<file path="config.mk">
export PLATFORM = sky130hd
export DESIGN_NAME = keypad_scanner
export DESIGN_NICKNAME = d
export VERILOG_FILES = /design/src/rtl/keypad_scanner.sv
export SDC_FILE = /design/constraint.sdc
export NUM_CORES = 1
export LEC_CHECK = 0
export CAP_MARGIN = 10
export CELL_PAD_IN_SITES_DETAIL_PLACEMENT = 0
export CELL_PAD_IN_SITES_GLOBAL_PLACEMENT = 1
export CORE_MARGIN = 5
export CORE_UTILIZATION = 44
export DETAILED_ROUTE_END_ITERATION = 6
export HOLD_SLACK_MARGIN = 0.06
export PLACE_DENSITY_LB_ADDON = 0.25
export SKIP_CTS_REPAIR_TIMING = 1
export SLEW_MARGIN = 20
export SYNTH_ARGS = -nofsm -noshare
export SYNTH_HDL_FRONTEND = slang
export SYNTH_SLANG_ARGS = --single-unit
</file>
<file path="constraint.sdc">
create_clock -name clk -period 2.5 [get_ports clk]
set_clock_uncertainty 0.1 [all_clocks]
set_input_delay 0.25 -clock clk [delete_from_list [all_inputs] [get_ports clk]]
set_output_delay 0.25 -clock clk [all_outputs]
set_load 0.005 [all_outputs]
</file>
<file path="src/rtl/keypad_scanner.sv">
// Matrix keypad scanner: one-hot column drive, per-key frame debounce and an
// event FIFO (press codes, optionally release codes) with a valid/ready head.
module keypad_scanner #(
    parameter int CLK_HZ         = 27_000_000,
    parameter int SCAN_US        = 1000,
    parameter int ROWS           = 4,
    parameter int COLS           = 4,
    parameter int DEBOUNCE_SCANS = 2,
    parameter int FIFO_DEPTH     = 4,
    parameter int REPORT_RELEASE = 0,
    localparam int CODE_W        = (ROWS * COLS > 1) ? $clog2(ROWS * COLS) : 1
) (
    input  logic              clk,
    input  logic              reset,
    input  logic [ROWS-1:0]   rows_in,
    output logic [COLS-1:0]   cols_out,
    output logic [CODE_W-1:0] key_code,
    output logic              key_release,
    output logic              key_valid,
    input  logic              key_ready,
    output logic              key_held,
    output logic              overflow,
    input  logic              clr_overflow
);
    localparam int TICKS = CLK_HZ / 1_000_000 * SCAN_US;
    localparam int NKEYS = ROWS * COLS;
    localparam int CNT_W = (TICKS > 1) ? $clog2(TICKS) : 1;
    localparam int COL_W = (COLS > 1) ? $clog2(COLS) : 1;
    localparam int ROW_W = (ROWS > 1) ? $clog2(ROWS) : 1;
    localparam int DC_W  = (DEBOUNCE_SCANS > 1) ? $clog2(DEBOUNCE_SCANS) : 1;
    localparam int PTR_W = $clog2(FIFO_DEPTH);

    localparam logic [CNT_W-1:0] SNAP_AT   = CNT_W'(TICKS - ROWS - 1);
    localparam logic [CNT_W-1:0] EVAL_BASE = CNT_W'(TICKS - ROWS);
    localparam logic [CNT_W-1:0] LAST_TICK = CNT_W'(TICKS - 1);
    localparam logic [COL_W-1:0] LAST_COL  = COL_W'(COLS - 1);
    localparam logic [DC_W-1:0]  DC_LAST   = DC_W'(DEBOUNCE_SCANS - 1);

    generate
        if (TICKS < ROWS + 2) begin : g_bad_ticks
            $error("keypad_scanner: TICKS must be at least ROWS+2");
        end
    endgenerate

    typedef enum logic {SETTLE, EVAL} state_t;

    state_t             state_q, state_d;
    logic [CNT_W-1:0]   count_q, count_d;
    logic [COL_W-1:0]   col_q, col_d;
    logic [ROWS-1:0]    rows_meta_q, rows_sync_q, snap_q, rows_by_index;
    logic               snap_load, eval_en;
    logic [NKEYS-1:0]   stable_q;
    logic [DC_W-1:0]    dcnt_q [NKEYS];
    logic               key_held_q, overflow_q;

    // Snapshot is stored with bit r = logical row r so the evaluator indexes directly.
    for (genvar gi = 0; gi < ROWS; gi++) begin : g_row_map
        assign rows_by_index[gi] = rows_sync_q[ROWS-1-gi];
    end
    for (genvar gi = 0; gi < COLS; gi++) begin : g_col_drive
        assign cols_out[COLS-1-gi] = (col_q == COL_W'(gi));
    end

    always_comb begin
        state_d   = state_q;
        count_d   = count_q + 1'b1;
        col_d     = col_q;
        snap_load = 1'b0;
        eval_en   = 1'b0;
        case (state_q)
            SETTLE: begin
                if (count_q == SNAP_AT) begin
                    snap_load = 1'b1;
                    state_d   = EVAL;
                end
            end
            EVAL: begin
                eval_en = 1'b1;
                if (count_q == LAST_TICK) begin
                    count_d = '0;
                    col_d   = (col_q == LAST_COL) ? '0 : col_q + 1'b1;
                    state_d = SETTLE;
                end
            end
            default: state_d = SETTLE;
        endcase
    end

    logic [ROW_W-1:0]  row_idx;
    logic [CODE_W-1:0] key_idx;
    logic              sample, cur_stable, flip, push_en;
    logic [DC_W-1:0]   cur_cnt;

    assign row_idx    = ROW_W'(count_q - EVAL_BASE);
    assign key_idx    = CODE_W'(row_idx) * CODE_W'(COLS) + CODE_W'(col_q);
    assign sample     = snap_q[row_idx];
    assign cur_stable = stable_q[key_idx];
    assign cur_cnt    = dcnt_q[key_idx];
    assign flip       = eval_en && (sample != cur_stable) && (cur_cnt == DC_LAST);
    assign push_en    = flip && (sample || (REPORT_RELEASE != 0));

    always_ff @(posedge clk) begin
        if (reset) begin
            state_q     <= SETTLE;
            count_q     <= '0;
            col_q       <= '0;
            rows_meta_q <= '0;
            rows_sync_q <= '0;
            snap_q      <= '0;
            stable_q    <= '0;
            key_held_q  <= 1'b0;
            for (int k = 0; k < NKEYS; k++) dcnt_q[k] <= '0;
        end else begin
            state_q     <= state_d;
            count_q     <= count_d;
            col_q       <= col_d;
            rows_meta_q <= rows_in;
            rows_sync_q <= rows_meta_q;
            key_held_q  <= |stable_q;
            if (snap_load) snap_q <= rows_by_index;
            if (eval_en) begin
                if (sample == cur_stable) begin
                    dcnt_q[key_idx] <= '0;
                end else if (flip) begin
                    stable_q[key_idx] <= sample;
                    dcnt_q[key_idx]   <= '0;
                end else begin
                    dcnt_q[key_idx] <= cur_cnt + 1'b1;
                end
            end
        end
    end

    // Event FIFO: pointers carry one wrap bit to tell full from empty.
    logic [CODE_W-1:0] mem_code [FIFO_DEPTH];
    logic              mem_rel  [FIFO_DEPTH];
    logic [PTR_W:0]    wr_ptr_q, rd_ptr_q;
    logic              fifo_empty, fifo_full, pop, push_ok, drop;

    assign fifo_empty = (wr_ptr_q == rd_ptr_q);
    assign fifo_full  = (wr_ptr_q[PTR_W] != rd_ptr_q[PTR_W]) &&
                        (wr_ptr_q[PTR_W-1:0] == rd_ptr_q[PTR_W-1:0]);
    assign pop        = !fifo_empty && key_ready;
    assign push_ok    = push_en && (!fifo_full || pop);
    assign drop       = push_en && fifo_full && !pop;

    always_ff @(posedge clk) begin
        if (push_ok) begin
            mem_code[wr_ptr_q[PTR_W-1:0]] <= key_idx;
            mem_rel[wr_ptr_q[PTR_W-1:0]]  <= !sample;
        end
    end

    always_ff @(posedge clk) begin
        if (reset) begin
            wr_ptr_q   <= '0;
            rd_ptr_q   <= '0;
            overflow_q <= 1'b0;
        end else begin
            if (push_ok) wr_ptr_q <= wr_ptr_q + 1'b1;
            if (pop)     rd_ptr_q <= rd_ptr_q + 1'b1;
            if (drop)              overflow_q <= 1'b1;
            else if (clr_overflow) overflow_q <= 1'b0;
        end
    end

    assign key_valid   = !fifo_empty;
    assign key_code    = fifo_empty ? '0 : mem_code[rd_ptr_q[PTR_W-1:0]];
    assign key_release = fifo_empty ? 1'b0 : mem_rel[rd_ptr_q[PTR_W-1:0]];
    assign key_held    = key_held_q;
    assign overflow    = overflow_q;
endmodule

</file>
==> results_dict.tcl <==
set metrics [dict create \
    outcome "finished, final reports clean" \
    final_common_cell "dfxtp_1" \
    path_cells "mux4_2 > or2_2 > o22a_4 > a211o_4 > nor2_2" \
    gr-total-overflow 0 \
    io_pins 20 \
    drtPass1Iterations 4 \
    layout_common_cells "dfxtp_1 (55), nor2_1 (39), edfxtp_1 (36)" \
    relSlewSlack_pct 69.7 \
    vias_per_cell 5.42 \
    timing.rr.start "count_q[0]" \
    dr.first_iter.drc_count 179 \
    fin_crit_ns 2.36 \
    routed_wl_mm 8.71 \
    grt_max_degree 33 \
    cp_slowest_cell "mux4_2" \
    dieArea_um2 11600 \
    met3_length_um 338 \
    htreeDepth 3 \
    pwr-share-comb_pct 4.5 \
    maxSlewViolCount 0 \
    antenna_found_initial 0 \
    yosysTopAreaCellShare_pct 26.6 \
    required_ns 2.62 \
    yosys.area.top_type "dfxtp_1" \
    synth_edf_count 36 \
    maxCapViolations 0 \
    nets 418 \
    r2r_end "dcnt_q[8]" \
    clockPowerShare_pct 36.7 \
    syn_area_um2 4210 \
    startpoint_type "register" \
    tns_ns 0 \
    r2r_cells 5 \
    highest_layer "met4" \
    grt_pass1_wl_mm 14.8 \
    synth-async-reset-ratio_pct 0 \
    finalHoldViolations 0 \
    synth.distinct_cells 45 \
    portBuffers 19 \
    cp.buffers_inverters 0 \
    p_int_w 0.00208 \
    drc_errors 0 \
    critPathMaxFanout 17 \
    vias 2877 \
    m1WireLength_mm 3.91 \
    syn_inst 374 \
    die_w_um 108 \
    crit_path_end_kind "register" \
    grt_pass1_vias 2916 \
    power_switching_w 0.000604 \
    yosys_register_bits 92 \
    syn_to_final_growth_pct 13.8 \
    critPathLaunch "count_q[0]" \
    cp_slowest_stage_delay_ns 0.56 \
    syn-num-nets 395 \
    p_total_w 0.00268 \
    clk-insertion-delay-late_ns 0.35 \
    period_share_pct 94.5 \
    cts_tree "done" \
    ant_nets 0 \
    drive_gt1_share_pct 15.9 \
    gp_congestion 0.776 \
    n_antenna_cell 0 \
    cts-buffers-inserted 9 \
    fp.dieH_um 108 \
    core_um2 9280 \
    wl_met2_mm 4.33 \
    wl_per_cell_um 16.4 \
    yosys_most_used_dff "dfxtp_1" \
    power_leakage_nw 1.66 \
    endpoint "dcnt_q[8]" \
    clock_tree.root_cell "clkbuf_8" \
    finalSetupViolations 0 \
    cpLargestDelayFamily "compound AO/OA/AOI/OAI gates" \
    clkTransAtPathRegs_ns 0.09 \
    powerDensity_nw_per_um2 560 \
    cp.arrival_ns 2.48 \
    seq_power_share_pct 58.8 \
    synth.avg_cell_area_um2 11.3 \
    hold_path_class "input pin to register" \
    ir_drop_uv 209 \
    clkSinkCount 92 \
    floorplan.initialDensity_pct 45.4 \
    fmax_mhz 423 \
    cp.depth 5 \
    synth_area_leaders "dfxtp_1 (27%), edfxtp_1 (26%), mux4_2 (5.9%)" \
    yosys_warnings 0 \
    clockBufferDepth 2 \
    hold_start "rows_in[1]" \
    row_count 35 \
    seq_area_frac_synth_pct 52.3 \
    switching_share_pct 22.5 \
    r2r_slack_ns 0.14 \
    fin_hold_ws_ns 0.340 \
    grt_use_total_pct 16.5 \
    path_class "register to register" \
    rsz0062_at_grt "false" \
    hpwlAfterDp_mm 6.18 \
    worst_pin_slew_ns 0.448 \
]
## metrics by stage
stage,instances,cell area [um2],setup WS [ns],util [%]
after floorplan,374,4220,0.0783,-
after global placement,515,4590,0.107,49.4
after detailed placement,515,4590,0.0265,49.4
after CTS,531,4780,0.0138,51.5
after global routing,531,4790,0.0155,51.6
final,531,4790,0.137,51.6
## kinds of logic after synthesis
family          after synthesis  share of synthesized area (%)
simple gates                151                           18.5
flops                        92                           52.3
compound gates               40                           7.04
buf+inv                      33                           3.68
mux                          27                           10.8
xor+xnor                     18                           3.74
fa+ha+maj                    13                           3.86
## metal layers
layer | vias to the layer above | global-route usage (%)
met2 | 63 | 27.9
met1 | 1402 | 20.8
met4 | 0 | 4.78
met5 | - | 0
met3 | 14 | 4.02
li1 | 1398 | -
## worst min path at each step
stage	endpoint	slack (ns)	cells after the start
3_3_place_gp	rows_sync_q[3]	0.33	1
3_5_place_dp	rows_sync_q[0]	0.33	1
2_1_floorplan	rows_meta_q[0]	0.28	1
6_report	rows_meta_q[1]	0.34	2
4_1_cts	rows_meta_q[3]	0.32	2
5_1_grt	rows_meta_q[3]	0.33	2
## cells in the mapped netlist, types with 3 or more instances
cell / count
nor3_1: 3
mux4_2: 11
nor4_1: 4
edfxtp_1: 36
nor2b_1: 10
ha_1: 13
xor2_1: 8
nand3_1: 32
clkbuf_1: 15
nand2_1: 21
mux2i_1: 11
nor2_2: 10
o21ai_1: 10
o21ai_0: 7
dfxtp_1: 56
inv_1: 12
buf_6: 4
nor2_1: 39
a21oi_1: 3
nand4_1: 4
o311ai_0: 16
and2_1: 10
and3_1: 4
xnor2_1: 10
## layout make-up
cell class	instances	area, um2
multi-input cells	249	1870
flip-flops and latches	92	2200
repair buffers	33	320
clock buffers	10	128
fillers	854	4490
well taps	129	161
clock inverters	6	65.1
inverters	12	45.0
## worst reg2reg max path: cells and delay by family (launching register included)
kind	cells	cell delay, ns
compound gates	2	0.78
mux	1	0.56
simple gates	2	0.44
flops	1	0.36
## registers in the layout (all words and copies together) (netlist names), named ones only
name,count
rd_ptr_q,3
stable_q,16
count_q,15
mem_code,16
col_q,2
overflow,1
mem_rel,4
dcnt_q,16
state_q,1
snap_q,4
key_held,1
rows_sync_q,4
wr_ptr_q,3
rows_meta_q,4
## power groups by stage
stage | logic, W | registers, W | clock network [W]
2_1_floorplan | 0.0000770 | 0.00161 | 0
3_3_place_gp | 0.000121 | 0.00161 | 0
3_5_place_dp | 0.000122 | 0.00161 | 0
4_1_cts | 0.000123 | 0.00158 | 0.00102
5_1_grt | 0.000135 | 0.00158 | 0.00110
6_report | 0.000122 | 0.00158 | 0.000984
No activity file was read; power rests on OpenSTA's default activity.
